File: config.mk
export PLATFORM = sky130hd
export DESIGN_NAME = sync_fifo
export DESIGN_NICKNAME = d
export VERILOG_FILES = /design/src/rtl/sync_fifo_pkg.sv /design/src/rtl/sync_fifo_ram.sv /design/src/rtl/sync_fifo.sv
export SDC_FILE = /design/constraint.sdc
export NUM_CORES = 1
export LEC_CHECK = 0
export CAP_MARGIN = 20
export CORE_MARGIN = 2
export CORE_UTILIZATION = 40
export CTS_CLUSTER_DIAMETER = 80
export DETAILED_ROUTE_END_ITERATION = 12
export SLEW_MARGIN = 10
export SYNTH_ARGS = -nofsm -noshare
export SYNTH_HDL_FRONTEND = slang
export SYNTH_SLANG_ARGS = --single-unit
File: constraint.sdc
create_clock -name clk -period 4 [get_ports clk]
set_clock_uncertainty 0.15 [all_clocks]
set_input_delay 1.2 -clock clk [delete_from_list [all_inputs] [get_ports clk]]
set_output_delay 1.2 -clock clk [all_outputs]
set_load 0.03 [all_outputs]
File: src/rtl/sync_fifo_pkg.sv
// Shared constants and width helpers for the synchronous FIFO.
//   DEFAULT_WIDTH / DEFAULT_DEPTH : default data width and number of entries
//   ptr_width(depth)              : bits needed for a pointer in 0..depth-1
//   cnt_width(depth)              : bits needed for an occupancy count in 0..depth
package sync_fifo_pkg;

    localparam int unsigned DEFAULT_WIDTH = 32;
    localparam int unsigned DEFAULT_DEPTH = 4;

    function automatic int unsigned ptr_width(input int unsigned depth);
        return (depth > 1) ? int'($clog2(depth)) : 1;
    endfunction

    function automatic int unsigned cnt_width(input int unsigned depth);
        return int'($clog2(depth + 1));
    endfunction

endpackage

File: src/rtl/sync_fifo_ram.sv
// Storage array for sync_fifo: DEPTH x WIDTH, synchronous write, asynchronous read.
// Every entry is cleared by the asynchronous active-low reset so the read port
// never returns X after reset.
//   clk     : write clock (rising edge)
//   reset   : asynchronous active-low clear of all entries
//   i_we    : write enable
//   i_waddr : write address (0..DEPTH-1)
//   i_wdata : write data
//   i_raddr : read address (0..DEPTH-1)
//   o_rdata : combinational read data at i_raddr
module sync_fifo_ram
    import sync_fifo_pkg::*;
#(
    parameter int unsigned WIDTH  = DEFAULT_WIDTH,
    parameter int unsigned DEPTH  = DEFAULT_DEPTH,
    parameter int unsigned ADDR_W = ptr_width(DEPTH)
) (
    input  logic              clk,
    input  logic              reset,
    input  logic              i_we,
    input  logic [ADDR_W-1:0] i_waddr,
    input  logic [WIDTH-1:0]  i_wdata,
    input  logic [ADDR_W-1:0] i_raddr,
    output logic [WIDTH-1:0]  o_rdata
);

    logic [WIDTH-1:0] r_mem [DEPTH];

    always_ff @(posedge clk or negedge reset) begin
        if (!reset) begin
            for (int unsigned i = 0; i < DEPTH; i++) begin
                r_mem[i] <= '0;
            end
        end else if (i_we) begin
            r_mem[i_waddr] <= i_wdata;
        end
    end

    // Addresses are kept below DEPTH by the controller, so no out-of-range read.
    assign o_rdata = r_mem[i_raddr];

endmodule

File: src/rtl/sync_fifo.sv
// Synchronous first-word-fall-through FIFO controller.
// Pointers wrap by explicit compare so any DEPTH >= 2 works, including
// non-powers of two. Flags are decoded from the occupancy count register.
//   clk        : single clock, rising edge
//   reset      : asynchronous active-low reset (clears pointers, count and storage)
//   w_valid    : write request, accepted when not full
//   data_in    : write data
//   r_ready    : read request, accepted when not empty
//   data_out   : current head entry (valid before the popping edge)
//   fifo_full  : occupancy == DEPTH
//   fifo_empty : occupancy == 0
module sync_fifo
    import sync_fifo_pkg::*;
#(
    parameter int unsigned WIDTH = DEFAULT_WIDTH,
    parameter int unsigned DEPTH = DEFAULT_DEPTH
) (
    input  logic             clk,
    input  logic             reset,
    input  logic             w_valid,
    input  logic [WIDTH-1:0] data_in,
    input  logic             r_ready,
    output logic [WIDTH-1:0] data_out,
    output logic             fifo_full,
    output logic             fifo_empty
);

    localparam int unsigned PTR_W = ptr_width(DEPTH);
    localparam int unsigned CNT_W = cnt_width(DEPTH);

    localparam logic [PTR_W-1:0] PTR_LAST = PTR_W'(DEPTH - 1);
    localparam logic [CNT_W-1:0] CNT_FULL = CNT_W'(DEPTH);

    logic [PTR_W-1:0] r_wr_ptr;
    logic [PTR_W-1:0] r_rd_ptr;
    logic [CNT_W-1:0] r_count;

    logic [PTR_W-1:0] w_wr_ptr_nxt;
    logic [PTR_W-1:0] w_rd_ptr_nxt;
    logic [CNT_W-1:0] w_count_nxt;
    logic             w_wr_en;
    logic             w_rd_en;

    assign fifo_full  = (r_count == CNT_FULL);
    assign fifo_empty = (r_count == '0);

    // Gating on the flags drops writes when full and reads when empty; this also
    // resolves the both-high corner cases (full -> read only, empty -> write only).
    assign w_wr_en = w_valid && !fifo_full;
    assign w_rd_en = r_ready && !fifo_empty;

    always_comb begin
        w_wr_ptr_nxt = r_wr_ptr;
        w_rd_ptr_nxt = r_rd_ptr;
        w_count_nxt  = r_count;

        if (w_wr_en) begin
            w_wr_ptr_nxt = (r_wr_ptr == PTR_LAST) ? '0 : r_wr_ptr + PTR_W'(1);
        end
        if (w_rd_en) begin
            w_rd_ptr_nxt = (r_rd_ptr == PTR_LAST) ? '0 : r_rd_ptr + PTR_W'(1);
        end

        unique case ({w_wr_en, w_rd_en})
            2'b10:   w_count_nxt = r_count + CNT_W'(1);
            2'b01:   w_count_nxt = r_count - CNT_W'(1);
            default: w_count_nxt = r_count;
        endcase
    end

    always_ff @(posedge clk or negedge reset) begin
        if (!reset) begin
            r_wr_ptr <= '0;
            r_rd_ptr <= '0;
            r_count  <= '0;
        end else begin
            r_wr_ptr <= w_wr_ptr_nxt;
            r_rd_ptr <= w_rd_ptr_nxt;
            r_count  <= w_count_nxt;
        end
    end

    sync_fifo_ram #(
        .WIDTH  (WIDTH),
        .DEPTH  (DEPTH),
        .ADDR_W (PTR_W)
    ) u_ram (
        .clk     (clk),
        .reset   (reset),
        .i_we    (w_wr_en),
        .i_waddr (r_wr_ptr),
        .i_wdata (data_in),
        .i_raddr (r_rd_ptr),
        .o_rdata (data_out)
    );

endmodule

==> flow_summary.json, run 1 <==
{
  "die_height_um": 126,
  "syn_area_per_cell_um2": 17.1,
  "clock_latency_ps": 410,
  "grt.total_usage_pct": 16.0,
  "vdd_drop_max_mv": 0.503,
  "antenna_found_initial": 0,
  "num_rows": 44,
  "vias_per_cell": 5.20,
  "ys_seq_area_share_pct": 56.4,
  "power.share.clock_pct": 21.6,
  "dp_cells": 593,
  "drt_pass1_iterations": 4,
  "min_period_over_period_pct": 95.3,
  "worstHoldPathType": "flip-flop to flip-flop",
  "min_from": "r_count[2]",
  "finalWeightedCongestion": 0.714,
  "start_util_pct": 41.0,
  "critPathRequiredTime_ps": 2650,
  "fp.dieW_um": 126,
  "wl_mm": 11.9,
  "worstMarginPinSlew_ps": 779,
  "finalSetupViolCount": 0,
  "p_switching_mw": 2.57,
  "synth_top_cells_by_area": "dfrtp_1 (56%), mux2_2 (25%), mux4_2 (12%), buf_6 (2.3%), ha_1 (1.3%)",
  "syn2layout_area_growth_pct": 25.8,
  "seq_power_share_pct": 33.3,
  "hpwl_mm": 7.56,
  "synth_top_area_share_pct": 56.4,
  "syn_inst": 351,
  "intPower_mw": 5.02,
  "yosys_warnings": 0,
  "cts_buffers": 17,
  "fin_cells": 625,
  "maxCapViolCount": 0,
  "post-route-drc-count": 0,
  "layout_min_cycle_time_ps": 3810,
  "die-area_um2": 16000,
  "critical_path.startpoint_type": "flip-flop",
  "ys_ff_latch": 135,
  "cp.arrival_ps": 2460,
  "clock_path_buffers": 2,
  "combinationalPowerShare_pct": 45.1,
  "cts_tree": "built",
  "fmax_ghz": 0.262,
  "ant_nets": 0,
  "crit_type": "flip-flop to output port",
  "vias": 3247,
  "outcome": "finished, final reports clean",
  "final.setup.tns_ps": 0,
  "cp-end-kind": "output port",
  "io-pin-count": 70,
  "cts.clk_slew.worst_paths_ps": 60,
  "drt_iter0_markers": 135,
  "rsz0062_at_grt": "no",
  "port_buffers": 69,
  "ctsHtreeMaxLevel": 4,
  "grt_overflow": 0,
  "grt_max_degree": 85,
  "reg2reg_from": "r_count[0]",
  "drive_gt1_share_pct": 48.1,
  "crit_start": "r_rd_ptr[1]",
  "slew_viol_final": 0,
  "synth_nets": 394,
  "insertedDiodeCount": 0,
  "grt_pass1_wl_mm": 19.5,
  "synthesis.area_um2": 5990,
  "fill_cells": 1163,
  "hold_violations": 0,
  "relSlewSlack_pct": 48.0,
  "p_sw_share_pct": 33.9,
  "layout.nets": 471,
  "crit_fanout": 26,
  "cts_root_buf": "clkbuf_16",
  "p_per_area_nw_per_um2": 1010,
  "core-area_um2": 14600,
  "cts.sinks": 135,
  "power.leakage_nw": 3.07,
  "synth_cell_types": 17,
  "wl_per_cell_um": 19.0,
  "grt_pass1_vias": 3666,
  "yosys.area.top_type": "dfrtp_1"
}
[sequential cells by signal, summed over array words and instances, names as in the netlist]
| register | count |
|---|---|
| r_rd_ptr | 2 |
| r_count | 3 |
| r_wr_ptr | 2 |
| u_ram.r_mem | 128 |
[stage by stage]
| stage | hold slack (ps) | cell area, µm² | setup slack [ps] | power (mW) | utilization, % |
|---|---|---|---|---|---|
| 2_1_floorplan | 314 | 5990 | 1190 | 4.87 | - |
| 3_3_place_gp | 334 | 6900 | 510 | 5.93 | 47.3 |
| 3_5_place_dp | 340 | 6900 | 493 | 6.03 | 47.3 |
| 4_1_cts | 350 | 7530 | 46.3 | 7.70 | 51.6 |
| 5_1_grt | 365 | 7540 | 62.8 | 8.03 | 51.7 |
| 6_report | 346 | 7540 | 186 | 7.59 | 51.7 |
[kinds of logic (layout without fill, tap and decap cells)]
| family | count (synthesis) | in the layout | synth area share, % |
|---|---|---|---|
| multiplexers | 165 | 165 | 37.0 |
| flip-flops | 135 | 135 | 56.4 |
| buffers and inverters | 26 | 116 | 3.24 |
| AND/OR/NAND/NOR | 15 | 15 | 1.30 |
| adder cells (fa/ha/maj) | 7 | 7 | 1.59 |
| XOR/XNOR | 3 | 3 | 0.439 |
[cells in the final DEF (no fill, tap or decap), types with 2 or more instances in the layout]
| cell type | Yosys | final |
|---|---|---|
| buf_12 | 0 | 5 |
| buf_4 | 0 | 4 |
| bufinv_16 | 0 | 4 |
| clkbuf_16 | 0 | 17 |
| clkdlybuf4s50_1 | 0 | 68 |
| clkinv_4 | 0 | 8 |
| dfrtp_1 | 135 | 133 |
| ha_1 | 6 | 6 |
| inv_1 | 6 | 6 |
| mux2_2 | 132 | 132 |
| mux4_2 | 32 | 32 |
| nand2_1 | 4 | 4 |
| nand2b_1 | 2 | 2 |
| nor2_1 | 7 | 3 |
| nor2_4 | 0 | 4 |
| xor2_1 | 2 | 2 |
[layer usage]
| layer | up-vias | global-route usage [%] | wire length [µm] |
|---|---|---|---|
| li1 | 1454 | - | - |
| met1 | 1726 | 21.0 | 5430 |
| met2 | 57 | 25.6 | 5870 |
| met3 | 10 | 4.93 | 455 |
| met4 | 0 | 5.24 | 128 |
| met5 | - | 0 | 0 |
[power groups by stage]
stage | logic [mW] | clock network [mW] | registers [mW]
after detailed placement | 3.47 | 0 | 2.55
final | 3.43 | 1.64 | 2.53
after floorplan | 2.54 | 0 | 2.32
after global routing | 3.64 | 1.75 | 2.64
after CTS | 3.48 | 1.68 | 2.54
after global placement | 3.40 | 0 | 2.53
[cell type report]
cell class	instances	area, µm²	area share, %
clock inverter	14	203	2.69
clock buffer	18	429	5.69
timing repair buffer	78	822	10.9
multi-input combinational	190	2450	32.5
sequential	135	3380	44.9
inverter	6	22.5	0.299
tap	184	230	3.05
[critical path: stages (launching register included)]
cell             delay (ps)
dfrtp_2                 820
buf_4                   310
mux4_2                  320
clkdlybuf4s50_1         600
[Yosys cell counts]
| library cell | count |
|---|---|
| nor3_1 | 1 |
| inv_1 | 6 |
| clkbuf_1 | 3 |
| buf_6 | 12 |
| xnor2_1 | 1 |
| dfrtp_1 | 135 |
| xor2_1 | 2 |
| ha_1 | 6 |
| mux2_2 | 132 |
| buf_2 | 5 |
| nor3b_4 | 1 |
| nand2b_1 | 2 |
| mux2i_1 | 1 |
| nor2_1 | 7 |
| fa_1 | 1 |
| nand2_1 | 4 |
| mux4_2 | 32 |
[final timing paths]
check	cells past startpoint	to	slack, ps
hold reg to reg	1	r_count[2]	350
hold / removal	1	r_count[2]	350
setup reg to reg	8	r_count[2]	1550
min in group asynchronous	1	u_ram.r_mem[44]	690
setup / recovery	3	data_out[26]	190
max in group asynchronous	2	u_ram.r_mem[122]	2260
[repair_timing]
action,CTS,global route
endpoints found under the setup margin,0,7
resized for setup,0,1
setup buffers,0,0
hold buffers,0,0
No activity file was read; power rests on OpenSTA's default activity.
==> run 2, diff against run 1 <==
Settings changed: PLACE_DENSITY set to 0.66.
==> run 2 against run 1 <==
Clock power is 2% lower. Sequential share of layout area grew 0.11 points. Maximum frequency up 3.7%. Critical path type unchanged. Critical endpoint is now data_out[15].
==> flow_summary.json, run 2 (same netlist as run 1, synthesis figures left out) <==
{
  "fmax_ghz": 0.272,
  "clock_path_buffers": 2,
  "fin_ws_ps": 322,
  "drt_pass1_iterations": 4,
  "cp.arrival_ps": 2330,
  "power.leakage_nw": 3.07,
  "num_rows": 44,
  "drive_gt1_share_pct": 48.5,
  "largest_register": "u_ram.r_mem",
  "hold_depth": 1,
  "finalSetupViolCount": 0,
  "hold_violations": 0,
  "relSlewSlack_pct": 50.2,
  "clock_latency_ps": 410,
  "final_core_utilization_pct": 51.5,
  "wl_mm": 11.8,
  "cts_tree": "built",
  "fp.dieW_um": 126,
  "vias_per_cell": 5.22,
  "vdd_drop_max_mv": 0.425,
  "cp-end-kind": "output port",
  "final_common_cell": "dfrtp_1",
  "combinationalPowerShare_pct": 46.3,
  "crit_type": "flip-flop to output port",
  "worstHoldPathType": "flip-flop to flip-flop",
  "syn2layout_area_growth_pct": 25.4,
  "core-area_um2": 14600,
  "min_period_over_period_pct": 92.0,
  "wl_per_cell_um": 18.8,
  "slew_viol_final": 0,
  "grt_max_degree": 81,
  "layout_common_cells": "dfrtp_1 (133), mux2_2 (132), clkdlybuf4s50_1 (68)",
  "io-pin-count": 70,
  "start_util_pct": 41.0,
  "antenna_found_initial": 0,
  "cts_buffers": 17,
  "finalWeightedCongestion": 0.707,
  "critPathRequiredTime_ps": 2650,
  "critical_path.top_delay_family": "buffers and inverters",
  "port_buffers": 69,
  "place_ws_ps": 719,
  "power.share.clock_pct": 21.2,
  "ctsHoldBuffers": 0,
  "cp_cell_sequence": "buf_4 -> mux4_2 -> clkdlybuf4s50_1",
  "rsz0062_at_grt": "no",
  "cts.clk_slew.worst_paths_ps": 60,
  "outcome": "finished, final reports clean",
  "grt_pass1_vias": 3676,
  "grt_overflow": 0,
  "p_total_mw": 7.54,
  "r2r_setup_slack_ps": 1480,
  "grt_pass1_wl_mm": 19.7,
  "p_sw_share_pct": 33.9,
  "crit_fanout": 19,
  "drt_iter0_markers": 167,
  "die_height_um": 126,
  "vias": 3281,
  "ctsHtreeMaxLevel": 4,
  "grt.total_usage_pct": 16.0,
  "insertedDiodeCount": 0,
  "fill_cells": 1176,
  "cts_root_buf": "clkbuf_16",
  "largestRegisters": "u_ram.r_mem x128, r_count x3",
  "p_per_area_nw_per_um2": 1000,
  "worstMarginPinSlew_ps": 747,
  "largest_reg_flops": 128,
  "die-area_um2": 16000,
  "slowest_delay_ps": 610,
  "seq_power_share_pct": 32.4,
  "post-route-drc-count": 0,
  "layout.nets": 475,
  "ff2ff_path_depth": 8,
  "final.setup.tns_ps": 0,
  "intPower_mw": 4.99,
  "path_buf_inv": 2,
  "cp_slowest_cell": "clkdlybuf4s50_1",
  "whs_ps": 346,
  "layout_min_cycle_time_ps": 3680,
  "cts.sinks": 135,
  "cts_resized": 0,
  "ant_nets": 0,
  "p_switching_mw": 2.55,
  "cts_post_setup_buffers_inserted": 0,
  "worst-path-stages": 3,
  "maxCapViolCount": 0,
  "critical_path.startpoint_type": "flip-flop",
  "hpwl_mm": 7.53
}
==> run 2: routing by layer <==
metal	track usage, %	share of wire, %	wire, µm
met1	21.4	46	5400
met2	25.3	50	5910
met3	4.72	2.9	340
met4	5.37	1.6	189
met5	0	0	0
==> run 2: worst register-to-register path: cells and delay by family (launching register included) <==
| kind | cells | cell delay, ps |
|---|---|---|
| adder cells (fa/ha/maj) | 2 | 600 |
| flip-flops | 1 | 430 |
| XOR/XNOR | 2 | 310 |
| buffers and inverters | 1 | 70 |
| AND/OR/NAND/NOR | 3 | 890 |
==> run 2: stage by stage <==
step / area [µm²] / cells
CTS: 7510 / 629
global route: 7510 / 629
detailed placement: 6890 / 597
floorplan: 5990 / 351
global placement: 6890 / 597
finish: 7510 / 629
==> run 2: final cells by class <==
type,count,area (µm²),area share [%]
tap,184,230,3.06
clock inverter,11,148,1.97
inverter,6,22.5,0.300
clock buffer,21,470,6.26
sequential,135,3380,45.0
multi-input combinational,190,2450,32.6
timing repair buffer,82,815,10.8
==> run 2: power groups by stage <==
stage | Sequential, mW | Combinational (mW) | Clock (mW)
2_1_floorplan | 2.32 | 2.54 | 0
3_3_place_gp | 2.43 | 3.47 | 0
3_5_place_dp | 2.47 | 3.54 | 0
4_1_cts | 2.45 | 3.55 | 1.65
5_1_grt | 2.54 | 3.72 | 1.71
6_report | 2.45 | 3.49 | 1.60
==> run 2: path summary, 6_finish.rpt <==
check,from,end
max reg2reg,r_count[0],r_count[2]
min reg2reg,r_count[2],r_count[2]
min,r_count[2],r_count[2]
max in group asynchronous,reset,r_rd_ptr[1]
min in group asynchronous,reset,u_ram.r_mem[105]
max,r_rd_ptr[0],data_out[15]
==> run 3, diff against run 2 <==
Settings changed: ABC_CLOCK_PERIOD_IN_PS set to 4000, SYNTH_HIERARCHICAL set to 1.
==> run 3 against run 2 <==
Core utilization fell by 0.50 points. Hold slack got worse by 13 ps. Die area fell by 1.4%. Synthesized area fell by 1.4%. Via count fell by 1.3%. Clock-buffer cell count rose by 3. Final area fell by 1.7%.
==> flow_summary.json, run 3 <==
{
  "outcome": "finished, final reports clean",
  "fmax_ghz": 0.266,
  "syn_inst": 343,
  "ant_nets": 0,
  "grt_pass1_wl_mm": 19.3,
  "vias_per_cell": 5.25,
  "worstMarginPinSlew_ps": 824,
  "hold_depth": 1,
  "rsz0062_at_grt": "no",
  "crit_fanout": 12,
  "fp.dieW_um": 125,
  "final_common_cell": "dfrtp_1",
  "fin_cells": 617,
  "hpwl_mm": 7.31,
  "vdd_drop_max_mv": 0.453,
  "async_reset_ff_share_pct": 100,
  "power.leakage_nw": 3.07,
  "ctsHtreeMaxLevel": 4,
  "maxCapViolCount": 0,
  "ys_seq_area_share_pct": 57.2,
  "fin_ws_ps": 236,
  "final.setup.tns_ps": 0,
  "crit_path_end": "data_out[8]",
  "min_period_over_period_pct": 94.1,
  "synth_xor_area_share_pct": 0.445,
  "syn_area_per_cell_um2": 17.2,
  "synthTopCellsByCount": "dfrtp_1 (135), mux2_2 (128), mux4_2 (32)",
  "cts.clk_slew.worst_paths_ps": 50,
  "wl_met3_um": 383,
  "synth_edf_count": 0,
  "cts_post_setup_buffers_inserted": 0,
  "crit_start": "r_rd_ptr[0]",
  "min_from": "u_ram/r_mem[124]",
  "relSlewSlack_pct": 45.1,
  "yosys.area_share.simple_pct": 1.65,
  "synthFlopType": "dfrtp_1",
  "yosys.area.top_type": "dfrtp_1",
  "layout.nets": 464,
  "met2_wirelength_mm": 5.78,
  "p_total_mw": 7.37,
  "largest_reg_flops": 128,
  "num_rows": 44,
  "start_util_pct": 40.8,
  "drt_iter0_markers": 179,
  "yosysMostFrequentCell": "dfrtp_1",
  "insertedDiodeCount": 0,
  "cts_resized": 0,
  "synth_nets": 383,
  "wl_mm": 11.5,
  "slew_viol_final": 0,
  "place_ws_ps": 631,
  "cts_root_buf": "clkbuf_16",
  "core-area_um2": 14500,
  "io-pin-count": 70,
  "drt_pass1_iterations": 4,
  "grt.total_usage_pct": 16.0,
  "layout_common_cells": "dfrtp_1 (133), mux2_2 (128), clkdlybuf4s50_1 (68)",
  "r2r_end": "u_ram/r_mem[52]",
  "drive_gt1_share_pct": 48.3,
  "r2r_setup_slack_ps": 1880,
  "hold_violations": 0,
  "crit_type": "flip-flop to output port",
  "largest_register": "u_ram/r_mem",
  "ys_ff_latch": 135,
  "finalWeightedCongestion": 0.705,
  "synth_adder_area_share_pct": 0.975,
  "finalSetupViolCount": 0,
  "cts_tree": "built",
  "clock_latency_ps": 410,
  "synthesis.area_um2": 5900,
  "post-route-drc-count": 0,
  "syn2layout_area_growth_pct": 25.0,
  "port_buffers": 69,
  "met1_length_mm": 5.13,
  "yosys_warnings": 6,
  "grt_pass1_vias": 3731,
  "fill_cells": 1205,
  "reg2reg_from": "r_count[0]",
  "synth_top_cells_by_area": "dfrtp_1 (57%), mux2_2 (24%), mux4_2 (12%), buf_2 (0.85%), buf_4 (0.76%)",
  "wl_per_cell_um": 18.7,
  "dr.max_layer_used": "met4",
  "die-area_um2": 15700,
  "cp-end-kind": "output port",
  "synth_cell_types": 21,
  "dp_cells": 589,
  "antenna_found_initial": 0,
  "grt_max_degree": 92,
  "largestRegisters": "u_ram/r_mem x128, r_count x3",
  "ff2ff_path_depth": 6,
  "die_height_um": 125,
  "synth_top_area_share_pct": 57.2,
  "synth.area.mux_share_pct": 37.5,
  "final_core_utilization_pct": 51.0,
  "cts.sinks": 135,
  "grt_overflow": 0,
  "critPathRequiredTime_ps": 2650,
  "ctsHoldBuffers": 0,
  "clock_path_buffers": 2,
  "synth_top_family_by_area": "multiplexers",
  "p_per_area_nw_per_um2": 998,
  "cts_buffers": 17,
  "cp.arrival_ps": 2410,
  "layout_min_cycle_time_ps": 3760,
  "synth_compound_area_share_pct": 0.0848,
  "worstHoldPathType": "flip-flop to flip-flop",
  "vias": 3238,
  "critical_path.startpoint_type": "flip-flop"
}
==> run 3: worst min path at each step <==
stage	endpoint	slack, ps
finish	u_ram/r_mem[124]	330
global route	u_ram/r_mem[26]	360
CTS	u_ram/r_mem[125]	340
detailed placement	u_ram/r_mem[125]	320
global placement	u_ram/r_mem[125]	310
floorplan	u_ram/r_mem[124]	300
==> run 3: per-stage QoR <==
step,cell area (µm²),hold slack [ps]
2_1_floorplan,5900,303
3_5_place_dp,6840,325
5_1_grt,7380,360
6_report,7380,333
4_1_cts,7380,337
3_3_place_gp,6840,315
==> run 3: critical path, cell delays in order, from the launching register on <==
cell	delay (ps)
dfrtp_2	580
buf_4	290
mux4_2	530
clkdlybuf4s50_1	610
==> run 3: report_power, final <==
group	internal, mW	switching, mW	total, mW
clock	0.919	0.522	1.44
combinational	1.89	1.54	3.43
sequential	2.08	0.419	2.50
==> run 3: cell families after synthesis <==
logic type	count (synthesis)
buffers and inverters	24
muxes	164
AOI/OAI and AO/OA	1
adders and majority gates	4
xor gates and xnor gates	3
DFF	135
and+or+nand+nor	12
==> run 3: final cells by class <==
class	count	area [µm²]	area share, %
Sequential cell	135	3380	45.8
Tap cell	184	230	3.12
Clock buffer	24	502	6.80
Clock inverter	4	45.0	0.610
Timing Repair Buffer	81	795	10.8
Inverter	5	18.8	0.254
Multi-Input combinational cell	184	2410	32.7
==> run 3: per-layer routing <==
layer	global-route usage [%]	vias to the layer above
met4	7.12	0
li1	-	1435
met1	20.4	1736
met5	0	-
met3	3.89	17
met2	25.9	50
